`src/rtl/wdt_pkg.sv`:
```
// Shared definitions for the watchdog controller: FSM states, register
// addresses, STATUS bit positions and the STATUS word packer.
package wdt_pkg;

    typedef enum logic [2:0] {
        ST_DISABLED = 3'd0,
        ST_SETTLING = 3'd1,
        ST_ARMED    = 3'd2,
        ST_KICKING  = 3'd3,
        ST_EXPIRED  = 3'd4
    } wdt_state_e;

    localparam logic [1:0] ADDR_CTRL   = 2'd0;
    localparam logic [1:0] ADDR_TOCNT  = 2'd1;
    localparam logic [1:0] ADDR_KICK   = 2'd2;
    localparam logic [1:0] ADDR_STATUS = 2'd3;

    localparam int STAT_TIMEOUT = 0;
    localparam int STAT_CFG_ERR = 1;
    localparam int STAT_KICKING = 2;

    // Packs the STATUS read word; unused bits read as zero.
    function automatic logic [31:0] status_word(input logic timeout,
                                                input logic cfg_err,
                                                input logic kicking);
        return {29'd0, kicking, cfg_err, timeout};
    endfunction

endpackage

```
`src/rtl/wdt_ctrl_if.sv`:
```
// CPU register bus of the watchdog controller: one write port, one
// combinational read port.
interface wdt_ctrl_if;
    logic        wr_en;
    logic [1:0]  wr_addr;
    logic [31:0] wr_data;
    logic [1:0]  rd_addr;
    logic [31:0] rd_data;

    modport master (output wr_en, output wr_addr, output wr_data,
                    output rd_addr, input rd_data);
    modport slave  (input wr_en, input wr_addr, input wr_data,
                    input rd_addr, output rd_data);
endinterface

```
`src/rtl/wdt_ctrl_sync_2ff.sv`:
```
// Two-flop synchroniser for a single asynchronous level.
module sync_2ff (
    input  logic clk,
    input  logic rst_n,
    input  logic d,
    output logic q
);
    logic meta_r;

    // Two-stage capture of the asynchronous input into clk.
    always_ff @(posedge clk or negedge rst_n) begin
        if (!rst_n) begin
            meta_r <= 1'b0;
            q      <= 1'b0;
        end else begin
            meta_r <= d;
            q      <= meta_r;
        end
    end
endmodule

```
`src/rtl/wdt_ctrl.sv`:
```
// Watchdog controller: CPU-programmable enable/kick/timeout-count levels
// toward the watchdog and a sticky timeout interrupt back from it.
module wdt_ctrl
    import wdt_pkg::*;
#(
    parameter int LIVE_HOLD = 4,
    parameter int SETTLE    = 4
) (
    input  logic        clk,
    input  logic        rst,
    wdt_ctrl_if.slave   bus,
    input  logic        WTO_in,
    output logic        WDEN,
    output logic        WDLIVE,
    output logic [31:0] WTOCNT,
    output logic        wdt_irq,
    output logic        wdt_busy
);
    localparam int CNT_MAX = (LIVE_HOLD > SETTLE) ? LIVE_HOLD : SETTLE;
    localparam int CW      = $clog2(CNT_MAX + 1);
    localparam logic [CW-1:0] SETTLE_LD = CW'(SETTLE - 1);
    localparam logic [CW-1:0] HOLD_LD   = CW'(LIVE_HOLD - 1);
    localparam logic [CW-1:0] CNT_ZERO  = CW'(0);
    localparam logic [CW-1:0] CNT_ONE   = CW'(1);

    wdt_state_e   state_r, state_s;
    logic [CW-1:0] cnt_r, cnt_s;
    logic [31:0]  tocnt_r, tocnt_s;
    logic         timeout_r, timeout_s;
    logic         cfg_err_r, cfg_err_s;
    logic         en_err_s, tocnt_err_s;
    logic         wden_r, wdlive_r;
    logic         wto_sync_s, wto_prev_r, wto_rise_r;
    logic         wr_ctrl_s, wr_tocnt_s, wr_kick_s, wr_status_s;
    logic         en_wr1_s, en_wr0_s, en_s;
    logic         clr_timeout_s, clr_cfg_err_s;

    sync_2ff u_wto_sync (
        .clk   (clk),
        .rst_n (rst),
        .d     (WTO_in),
        .q     (wto_sync_s)
    );

    assign wr_ctrl_s     = bus.wr_en && (bus.wr_addr == ADDR_CTRL);
    assign wr_tocnt_s    = bus.wr_en && (bus.wr_addr == ADDR_TOCNT);
    assign wr_kick_s     = bus.wr_en && (bus.wr_addr == ADDR_KICK);
    assign wr_status_s   = bus.wr_en && (bus.wr_addr == ADDR_STATUS);
    assign en_wr1_s      = wr_ctrl_s && bus.wr_data[0];
    assign en_wr0_s      = wr_ctrl_s && !bus.wr_data[0];
    assign clr_timeout_s = wr_status_s && bus.wr_data[STAT_TIMEOUT];
    assign clr_cfg_err_s = wr_status_s && bus.wr_data[STAT_CFG_ERR];
    assign en_s          = (state_r == ST_SETTLING) || (state_r == ST_ARMED) ||
                           (state_r == ST_KICKING);

    // Next state and settle/hold counter; a timeout outranks en=0, which outranks a kick.
    always_comb begin
        state_s  = state_r;
        cnt_s    = cnt_r;
        en_err_s = 1'b0;
        case (state_r)
            ST_DISABLED: begin
                if (en_wr1_s) begin
                    if (tocnt_r == 32'd0) begin
                        en_err_s = 1'b1;
                    end else begin
                        state_s = ST_SETTLING;
                        cnt_s   = SETTLE_LD;
                    end
                end else begin
                    state_s = ST_DISABLED;
                end
            end
            ST_SETTLING: begin
                if (en_wr0_s) begin
                    state_s = ST_DISABLED;
                end else if (cnt_r == CNT_ZERO) begin
                    state_s = ST_ARMED;
                end else begin
                    cnt_s = cnt_r - CNT_ONE;
                end
            end
            ST_ARMED: begin
                if (wto_rise_r) begin
                    state_s = ST_EXPIRED;
                end else if (en_wr0_s) begin
                    state_s = ST_DISABLED;
                end else if (wr_kick_s) begin
                    state_s = ST_KICKING;
                    cnt_s   = HOLD_LD;
                end else begin
                    state_s = ST_ARMED;
                end
            end
            ST_KICKING: begin
                if (wto_rise_r) begin
                    state_s = ST_EXPIRED;
                end else if (en_wr0_s) begin
                    state_s = ST_DISABLED;
                end else if (wr_kick_s) begin
                    cnt_s = HOLD_LD;
                end else if (cnt_r == CNT_ZERO) begin
                    state_s = ST_ARMED;
                end else begin
                    cnt_s = cnt_r - CNT_ONE;
                end
            end
            ST_EXPIRED: begin
                if (clr_timeout_s && !wto_rise_r) begin
                    state_s = ST_DISABLED;
                end else begin
                    state_s = ST_EXPIRED;
                end
            end
            default: begin
                state_s = ST_DISABLED;
                cnt_s   = CNT_ZERO;
            end
        endcase
    end

    // TOCNT acceptance and the sticky STATUS bits; a hardware set beats a w1c clear.
    always_comb begin
        tocnt_s     = tocnt_r;
        tocnt_err_s = 1'b0;
        if (wr_tocnt_s) begin
            if ((state_r == ST_DISABLED) && (bus.wr_data != 32'd0)) begin
                tocnt_s = bus.wr_data;
            end else begin
                tocnt_err_s = 1'b1;
            end
        end else begin
            tocnt_s = tocnt_r;
        end
        timeout_s = wto_rise_r | (timeout_r & !clr_timeout_s);
        cfg_err_s = en_err_s | tocnt_err_s | (cfg_err_r & !clr_cfg_err_s);
    end

    // Control state, registers and the watchdog-facing levels.
    always_ff @(posedge clk or negedge rst) begin
        if (!rst) begin
            state_r   <= ST_DISABLED;
            cnt_r     <= CNT_ZERO;
            tocnt_r   <= 32'd0;
            timeout_r <= 1'b0;
            cfg_err_r <= 1'b0;
            wden_r    <= 1'b0;
            wdlive_r  <= 1'b0;
        end else begin
            state_r   <= state_s;
            cnt_r     <= cnt_s;
            tocnt_r   <= tocnt_s;
            timeout_r <= timeout_s;
            cfg_err_r <= cfg_err_s;
            wden_r    <= (state_s == ST_ARMED) || (state_s == ST_KICKING);
            wdlive_r  <= (state_s == ST_KICKING);
        end
    end

    // Registered rising-edge detect on the synchronised timeout.
    always_ff @(posedge clk or negedge rst) begin
        if (!rst) begin
            wto_prev_r <= 1'b0;
            wto_rise_r <= 1'b0;
        end else begin
            wto_prev_r <= wto_sync_s;
            wto_rise_r <= wto_sync_s & !wto_prev_r;
        end
    end

    // Combinational register read mux.
    always_comb begin
        case (bus.rd_addr)
            ADDR_CTRL:   bus.rd_data = {31'd0, en_s};
            ADDR_TOCNT:  bus.rd_data = tocnt_r;
            ADDR_KICK:   bus.rd_data = 32'd0;
            ADDR_STATUS: bus.rd_data = status_word(timeout_r, cfg_err_r,
                                                   state_r == ST_KICKING);
            default:     bus.rd_data = 32'd0;
        endcase
    end

    assign WDEN     = wden_r;
    assign WDLIVE   = wdlive_r;
    assign WTOCNT   = tocnt_r;
    assign wdt_irq  = timeout_r;
    assign wdt_busy = (state_r != ST_DISABLED);

endmodule

```
`src/flat_wrapper.sv`:
```
// flat-port wrapper written by rule: the top's interface ports become plain ports
module wdt_ctrl_flat import wdt_pkg::*;
#(
    parameter int LIVE_HOLD = 4,
    parameter int SETTLE    = 4
)
  (clk, rst, WTO_in, WDEN, WDLIVE, WTOCNT, wdt_irq, wdt_busy, bus_wr_en, bus_wr_addr, bus_wr_data, bus_rd_addr, bus_rd_data);
  wdt_ctrl_if bus_i ();
  input  logic clk;
  input  logic rst;
  input  logic WTO_in;
  output logic WDEN;
  output logic WDLIVE;
  output logic [31:0] WTOCNT;
  output logic wdt_irq;
  output logic wdt_busy;
  input wire logic [$bits(bus_i.wr_en)-1:0] bus_wr_en;
  input wire logic [$bits(bus_i.wr_addr)-1:0] bus_wr_addr;
  input wire logic [$bits(bus_i.wr_data)-1:0] bus_wr_data;
  input wire logic [$bits(bus_i.rd_addr)-1:0] bus_rd_addr;
  output wire logic [$bits(bus_i.rd_data)-1:0] bus_rd_data;
  assign bus_i.wr_en = bus_wr_en;
  assign bus_i.wr_addr = bus_wr_addr;
  assign bus_i.wr_data = bus_wr_data;
  assign bus_i.rd_addr = bus_rd_addr;
  assign bus_rd_data = bus_i.rd_data;
  wdt_ctrl #(.LIVE_HOLD(LIVE_HOLD), .SETTLE(SETTLE)) u_core (.clk(clk), .rst(rst), .bus(bus_i), .WTO_in(WTO_in), .WDEN(WDEN), .WDLIVE(WDLIVE), .WTOCNT(WTOCNT), .wdt_irq(wdt_irq), .wdt_busy(wdt_busy));
endmodule
```
`config.mk`:
```
export PLATFORM = sky130hd
export DESIGN_NAME = wdt_ctrl_flat
export DESIGN_NICKNAME = d
export VERILOG_FILES = /design/src/rtl/wdt_pkg.sv /design/src/rtl/wdt_ctrl_if.sv /design/src/rtl/wdt_ctrl_sync_2ff.sv /design/src/rtl/wdt_ctrl.sv /design/src/flat_wrapper.sv
export SDC_FILE = /design/constraint.sdc
export NUM_CORES = 1
export LEC_CHECK = 0
export ABC_AREA = 1
export CAP_MARGIN = 20
export CORE_UTILIZATION = 30
export CTS_CLUSTER_DIAMETER = 80
export DETAILED_ROUTE_END_ITERATION = 8
export PLACE_DENSITY_LB_ADDON = 0.08
export SYNTH_ARGS = -nofsm -noshare
export SYNTH_HDL_FRONTEND = slang
export SYNTH_HIERARCHICAL = 1
export SYNTH_SLANG_ARGS = --single-unit
```
`constraint.sdc`:
```
create_clock -name clk -period 1.5 [get_ports clk]
set_clock_uncertainty 0.05 [all_clocks]
set_input_delay 0.375 -clock clk [delete_from_list [all_inputs] [get_ports clk]]
set_output_delay 0.375 -clock clk [all_outputs]
set_load 0.05 [all_outputs]
```
# Word-level counts from Yosys, hierarchy flattened

Index checks and enable logic that the tools add are counted.

Add/subtract/negate cells: 1
Equality and inequality tests: 20
Muxes and demuxes: 29
Bitwise operators: 7
Reductions and logical operators: 27

Operators by type and width:

| cell                                                                  | number |
|---|---|
| 32-bit case mux with 4 select lines                                   | 1 |
| 3-bit 2-to-1 mux                                                      | 20 |
| 32-bit zero test                                                      | 1 |
| 32-bit nonzero test                                                   | 1 |
| 3-bit case mux with 5 select lines                                    | 2 |
| 3-bit by 2-bit equality test with 1-bit output, second input constant | 4 |
| 2-bit != test, second input constant                                  | 6 |
| 1-bit logical AND                                                     | 10 |
| 9-bit AND reduction                                                   | 1 |
| 2-bit equality test, second input constant                            | 4 |
| 3-bit zero test                                                       | 2 |
| 1-bit 2-to-1 mux                                                      | 6 |
| 1-bit zero test                                                       | 5 |
| 2-bit by 1-bit equality test with 1-bit output, second input constant | 2 |
| 2-bit zero test                                                       | 2 |
| 2-bit by 1-bit != test with 1-bit output, second input constant       | 2 |
| 1-bit AND                                                             | 3 |
| 3-bit by 1-bit equality test with 1-bit output, second input constant | 1 |
| 3-bit equality test, second input constant                            | 1 |
| 1-bit logical OR                                                      | 3 |
| 1-bit OR                                                              | 3 |
| 3-bit nonzero test                                                    | 1 |
| 3-bit by 1-bit subtractor with 3-bit output, second input constant    | 1 |
| 2-bit AND reduction                                                   | 1 |
| 1-bit NOT                                                             | 1 |

Register bits: 46
Output and inout bits: 68

# Logic depth before layout (Yosys ltp)

Word-level depth: 8
Gate-level depth with buffers: 9

# Hierarchy

The synthesis kept the hierarchy.

By module, submodules not included:

| module   | instances | cells each | area each (µm²) | seq. area each (µm²) |
|---|---|---|---|---|
| wdt_ctrl | 1         | 376        | 2648.8          | 1101.1 |
| sync_2ff | 1         | 2          | 50.0            | 50.0 |

# Least setup slack after synthesis

Ideal clock, no wire load.

Path kind: reg-to-output
From: reg u_core.state_r[2]
To: out bus_rd_data[0]
Arrival time: 2.418 ns
Slack: -1.343 ns
Cell stages (with the launch flop): 4
Path through: dfrtp_1 inv_2 nand2_1 o311ai_0

Cells in the longest elaborated chain, start to end: 4
Elaborated cells between the ends (all ways): 6

Ends and longest elaborated chain:

| what                                                                                                             | RTL line           | source |
|---|---|---|
| from (decl)                                                                                                      | wdt_ctrl.sv:26     | `wdt_state_e state_r, state_s;` |
| from (signal assigned)                                                                                           | wdt_ctrl.sv:150    | `state_r <= state_s;` |
| 3-bit by 1-bit equality test with 1-bit output or 3-bit by 2-bit equality test with 1-bit output (tied branches) | wdt_ctrl.sv:53     | `assign en_s = (state_r == ST_SETTLING) \|\| (state_r == ST_ARMED) \|\|` |
| 1-bit logical OR                                                                                                 | wdt_ctrl.sv:53     |  |
| 1-bit logical OR (*)                                                                                             | wdt_ctrl.sv:53     |  |
| 32-bit case mux with 4 select lines (*)                                                                          | wdt_ctrl.sv:173    | `case (bus.rd_addr)` |
| to (decl)                                                                                                        | flat_wrapper.sv:21 | `output wire logic [$bits(bus_i.rd_data)-1:0] bus_rd_data;` |

Mark *: on every way between the ends. The rest lies on a longest branch, timed or not.

# Worst setup path in the final report

From: reg u_core.state_r[1]
To: out bus_rd_data[0]

Same word-level chain as after synthesis.

==> flow_summary.rst <==
.. list-table::
   :header-rows: 1

   * - Metric
     - Value
   * - Detailed-route vias per instance
     - 4.71
   * - Placed Cells incl. Taps
     - 640
   * - Number of ports placed on the die boundary
     - 108
   * - Number of violations of the max-capacitance limit
     - 0
   * - Highest metal used
     - met4
   * - Commonest non-fill, non-tap cell in the layout
     - buf_12
   * - Worst Setup End Kind
     - output pin
   * - Status
     - complete, but fails checks
   * - Complex-gate fraction of the synthesized area
     - 3.71%
   * - Fill count
     - 622
   * - Slew of the pin with the lowest slew margin
     - 0.307 ns
   * - Main area contributors after synthesis
     - dfrtp_1 (43%), nand2_1 (14%), nor2_1 (11%)
   * - Via count of the first global-routing pass
     - 3175
   * - Leakage component of the power
     - 0.00295 uW
   * - CP required
     - 1.07 ns
   * - Pre-antenna DRT Iters
     - 4
   * - Critical path data arrival time
     - 1.37 ns
   * - Number of max-slew violations in the final report
     - 0
   * - Die Y
     - 96.8 um
   * - Routed length on met3
     - 354 um
   * - Fraction of final layout cells with drive strength greater than 1
     - 59.8%
   * - CTS max path bufs
     - 2
   * - Final critical-path required period
     - 1.79 ns
   * - CTS H-tree depth
     - 2
   * - Slew headroom
     - 79.5%
   * - Area of the die
     - 9380 um2
   * - Commonest non-fill, non-tap cells in the layout
     - buf_12 (76), buf_4 (73), nand2_1 (52), nor2_1 (44), nand4_1 (40)
   * - Sequential cell area fraction in the yosys report
     - 42.7%
   * - Core region area
     - 8720 um2
   * - Largest net degree at the start of global routing
     - 47
   * - Routability Congestion
     - 0.909
   * - Critical path start-end classification
     - flop to output pin
   * - Power per cell area
     - 2200 nW/um2
   * - TritonCTS buffer count
     - 5
   * - Startpoint kind of the worst setup timing path
     - flop
   * - Area fraction in and, or, nand and nor cells after synthesis
     - 42.2%
   * - Root buffer cell
     - clkbuf_8
   * - Rows
     - 34
   * - Mapped Avg Cell Area
     - 7.14 um2
   * - Layout net count
     - 628
   * - All-Layer GR Usage
     - 21.2%
   * - Met1 layer wirelength in the final routing
     - 4320 um
   * - Worst slack after detailed placement
     - -0.469 ns
   * - Quantity of I/O buffers inserted on ports
     - 107
   * - Met2 WL post-DR
     - 5680 um
   * - CTS sink cnt
     - 46
   * - Wire length per cell
     - 15.0 um
   * - Layout area overhead
     - 134%
   * - Initial antenna violation count
     - 2
   * - Peak ir drop on the vdd network
     - 1.44 mV
   * - Adder-cell area share of the yosys netlist
     - 0.927%
   * - Clock transition at path regs
     - 0.09 ns
   * - Antenna-violating nets left
     - 0
   * - Critical path peak fanout
     - 2
   * - XOR/XNOR Fraction of Synth Area
     - 0.325%
   * - Setup repair after global routing missed its margin
     - true
   * - Cells after synthesis
     - 378
   * - Floorplan die width
     - 96.8 um
   * - Total routed wirelength
     - 10500 um
   * - Post-synthesis register bit count
     - 46
   * - Total count of hold-check failures in the final report
     - 7
   * - Worst R2R Path Depth
     - 9
   * - Final setup violation count
     - 53
   * - Worst Hold Class
     - input port to asynchronous set/reset pin
   * - Overall overflow remaining after global route
     - 0
   * - Global-route wire length before repair
     - 15900 um
   * - Post-synthesis instance area
     - 2700 um2
   * - Distinct cell type count of the synthesized netlist
     - 28
   * - Share of Yosys cell area claimed by the top area cell type
     - 42.7%
   * - Synth warn
     - 6
   * - DRC viols
     - 0
   * - Starting DRT DRC Count
     - 129
   * - CTS tree
     - yes
   * - Mux contribution to synthesized area
     - 0%
   * - Post-Route Hold Slack
     - -0.0136 ns
   * - Violated checks
     - negative hold slack, negative setup slack
   * - Largest area contributor in the netlist
     - dfrtp_1
   * - Period utilization
     - 119%
   * - Clock Latency Late Sink
     - 0.30 ns
   * - Post-Layout Cell Count
     - 698
   * - Combinational family with the most area after synthesis
     - simple AND/OR/NAND/NOR gates
   * - Net count of the mapped netlist
     - 420
   * - Starting Density
     - 30.9%
   * - Final setup slack of the worst path
     - -0.291 ns
   * - Number of vias in the routed layout
     - 3286
   * - Fmax
     - 0.558 GHz
   * - Half-perimeter wire length of the detailed placement result
     - 7130 um
==> cells by family (layout without fill, tap and decap cells) <==
kind of cell,count (synthesis),after routing
fa+ha+maj,2,2
xor+xnor,1,1
compound gates,16,16
other cells,0,3
buf+inv,64,273
flops,46,46
simple gates,249,249
==> synth_stat cells <==
cell type	number
buf_1	1
nor2_1	77
nor3b_4	1
o21ai_2	1
o311ai_0	1
nor2_4	2
nand2_2	2
inv_1	44
nor2_8	1
nand2_4	1
dfrtp_1	46
clkbuf_1	1
o21ai_1	3
o22ai_1	2
nand3_2	3
nor2_2	2
buf_6	3
o21ai_0	3
ha_1	2
a21oi_1	3
xor2_1	1
o21a_1	1
inv_2	5
a21oi_2	2
nand3_1	17
nand2_1	103
buf_2	10
nand4_1	40
==> layout make-up <==
type                    instances  area [um2]  share of cell area, %
repair buffers                216        2870                   45.5
multi-input cells             268        1780                   28.2
flip-flops and latches         46        1180                   18.8
inverters                      49         221                   3.51
well taps                     108         135                   2.14
clock buffers                   6        72.6                   1.15
clock inverters                 2        37.5                  0.595
diodes                          3        7.51                  0.119
==> flip-flops by register name, summed over array words and instances (netlist names) <==
| register | count |
|---|---|
| u_core/WDEN | 1 |
| u_core/WDLIVE | 1 |
| u_core/WTOCNT | 32 |
| u_core/cfg_err_r | 1 |
| u_core/cnt_r | 3 |
| u_core/state_r | 3 |
| u_core/u_wto_sync/meta_r | 1 |
| u_core/u_wto_sync/q | 1 |
| u_core/wdt_irq | 1 |
| u_core/wto_prev_r | 1 |
| u_core/wto_rise_r | 1 |
==> through the flow <==
stage	instance area, um2	power [uW]	util [%]	TNS [ns]
6_report	6310	13800	72.3	-5.51
5_1_grt	6300	14500	72.3	-8.98
3_5_place_dp	5310	10900	60.9	-30.27
2_1_floorplan	3020	6670	-	-0.140
4_1_cts	5790	12800	66.4	-4.16
3_3_place_gp	5310	10800	60.9	-29.02
==> power by group <==
part	total, uW	leakage [uW]	switching, uW	internal [uW]
clock network	947	0.0000514	449	498
registers	2460	0.000541	620	1840
logic	10400	0.00236	5380	5060
total	13800	0.00295	6450	7400
==> critical path, cell delays in order (launching register included) <==
cell      delay [ns]
dfrtp_1         0.39
nor2_2          0.06
buf_4           0.14
o311ai_4        0.30
buf_12          0.18
==> worst paths after layout <==
kind                                               startpoint                       endpoint  slack [ns]
max                               u_core/state_r[1]$_DFF_PN0_                 bus_rd_data[0]       -0.29
max in group asynchronous                                 rst  u_core/WTOCNT[18]$_DFFE_PN0P_        1.16
min in group clk           u_core/u_wto_sync/meta_r$_DFF_PN0_  u_core/u_wto_sync/q$_DFF_PN0_        0.32
min reg2reg                u_core/u_wto_sync/meta_r$_DFF_PN0_  u_core/u_wto_sync/q$_DFF_PN0_        0.32
min                                                       rst  u_core/WTOCNT[15]$_DFFE_PN0P_       -0.01
max reg2reg                       u_core/state_r[1]$_DFF_PN0_  u_core/WTOCNT[30]$_DFFE_PN0P_       -0.16
==> metal layers <==
metal | up-vias | track usage [%]
met2 | 73 | 38.9
met5 | - | 0
met1 | 1574 | 25.9
met4 | 0 | 5.05
met3 | 10 | 3.11
li1 | 1629 | -
==> timing repair <==
action	4_1_cts	5_1_grt
hold buffers	0	0
pin swaps	23	15
buffers inserted	23	32
resized for setup	123	72
gates cloned	4	3
endpoints found under the setup margin	71	69
(Power assumes the default switching activity.)
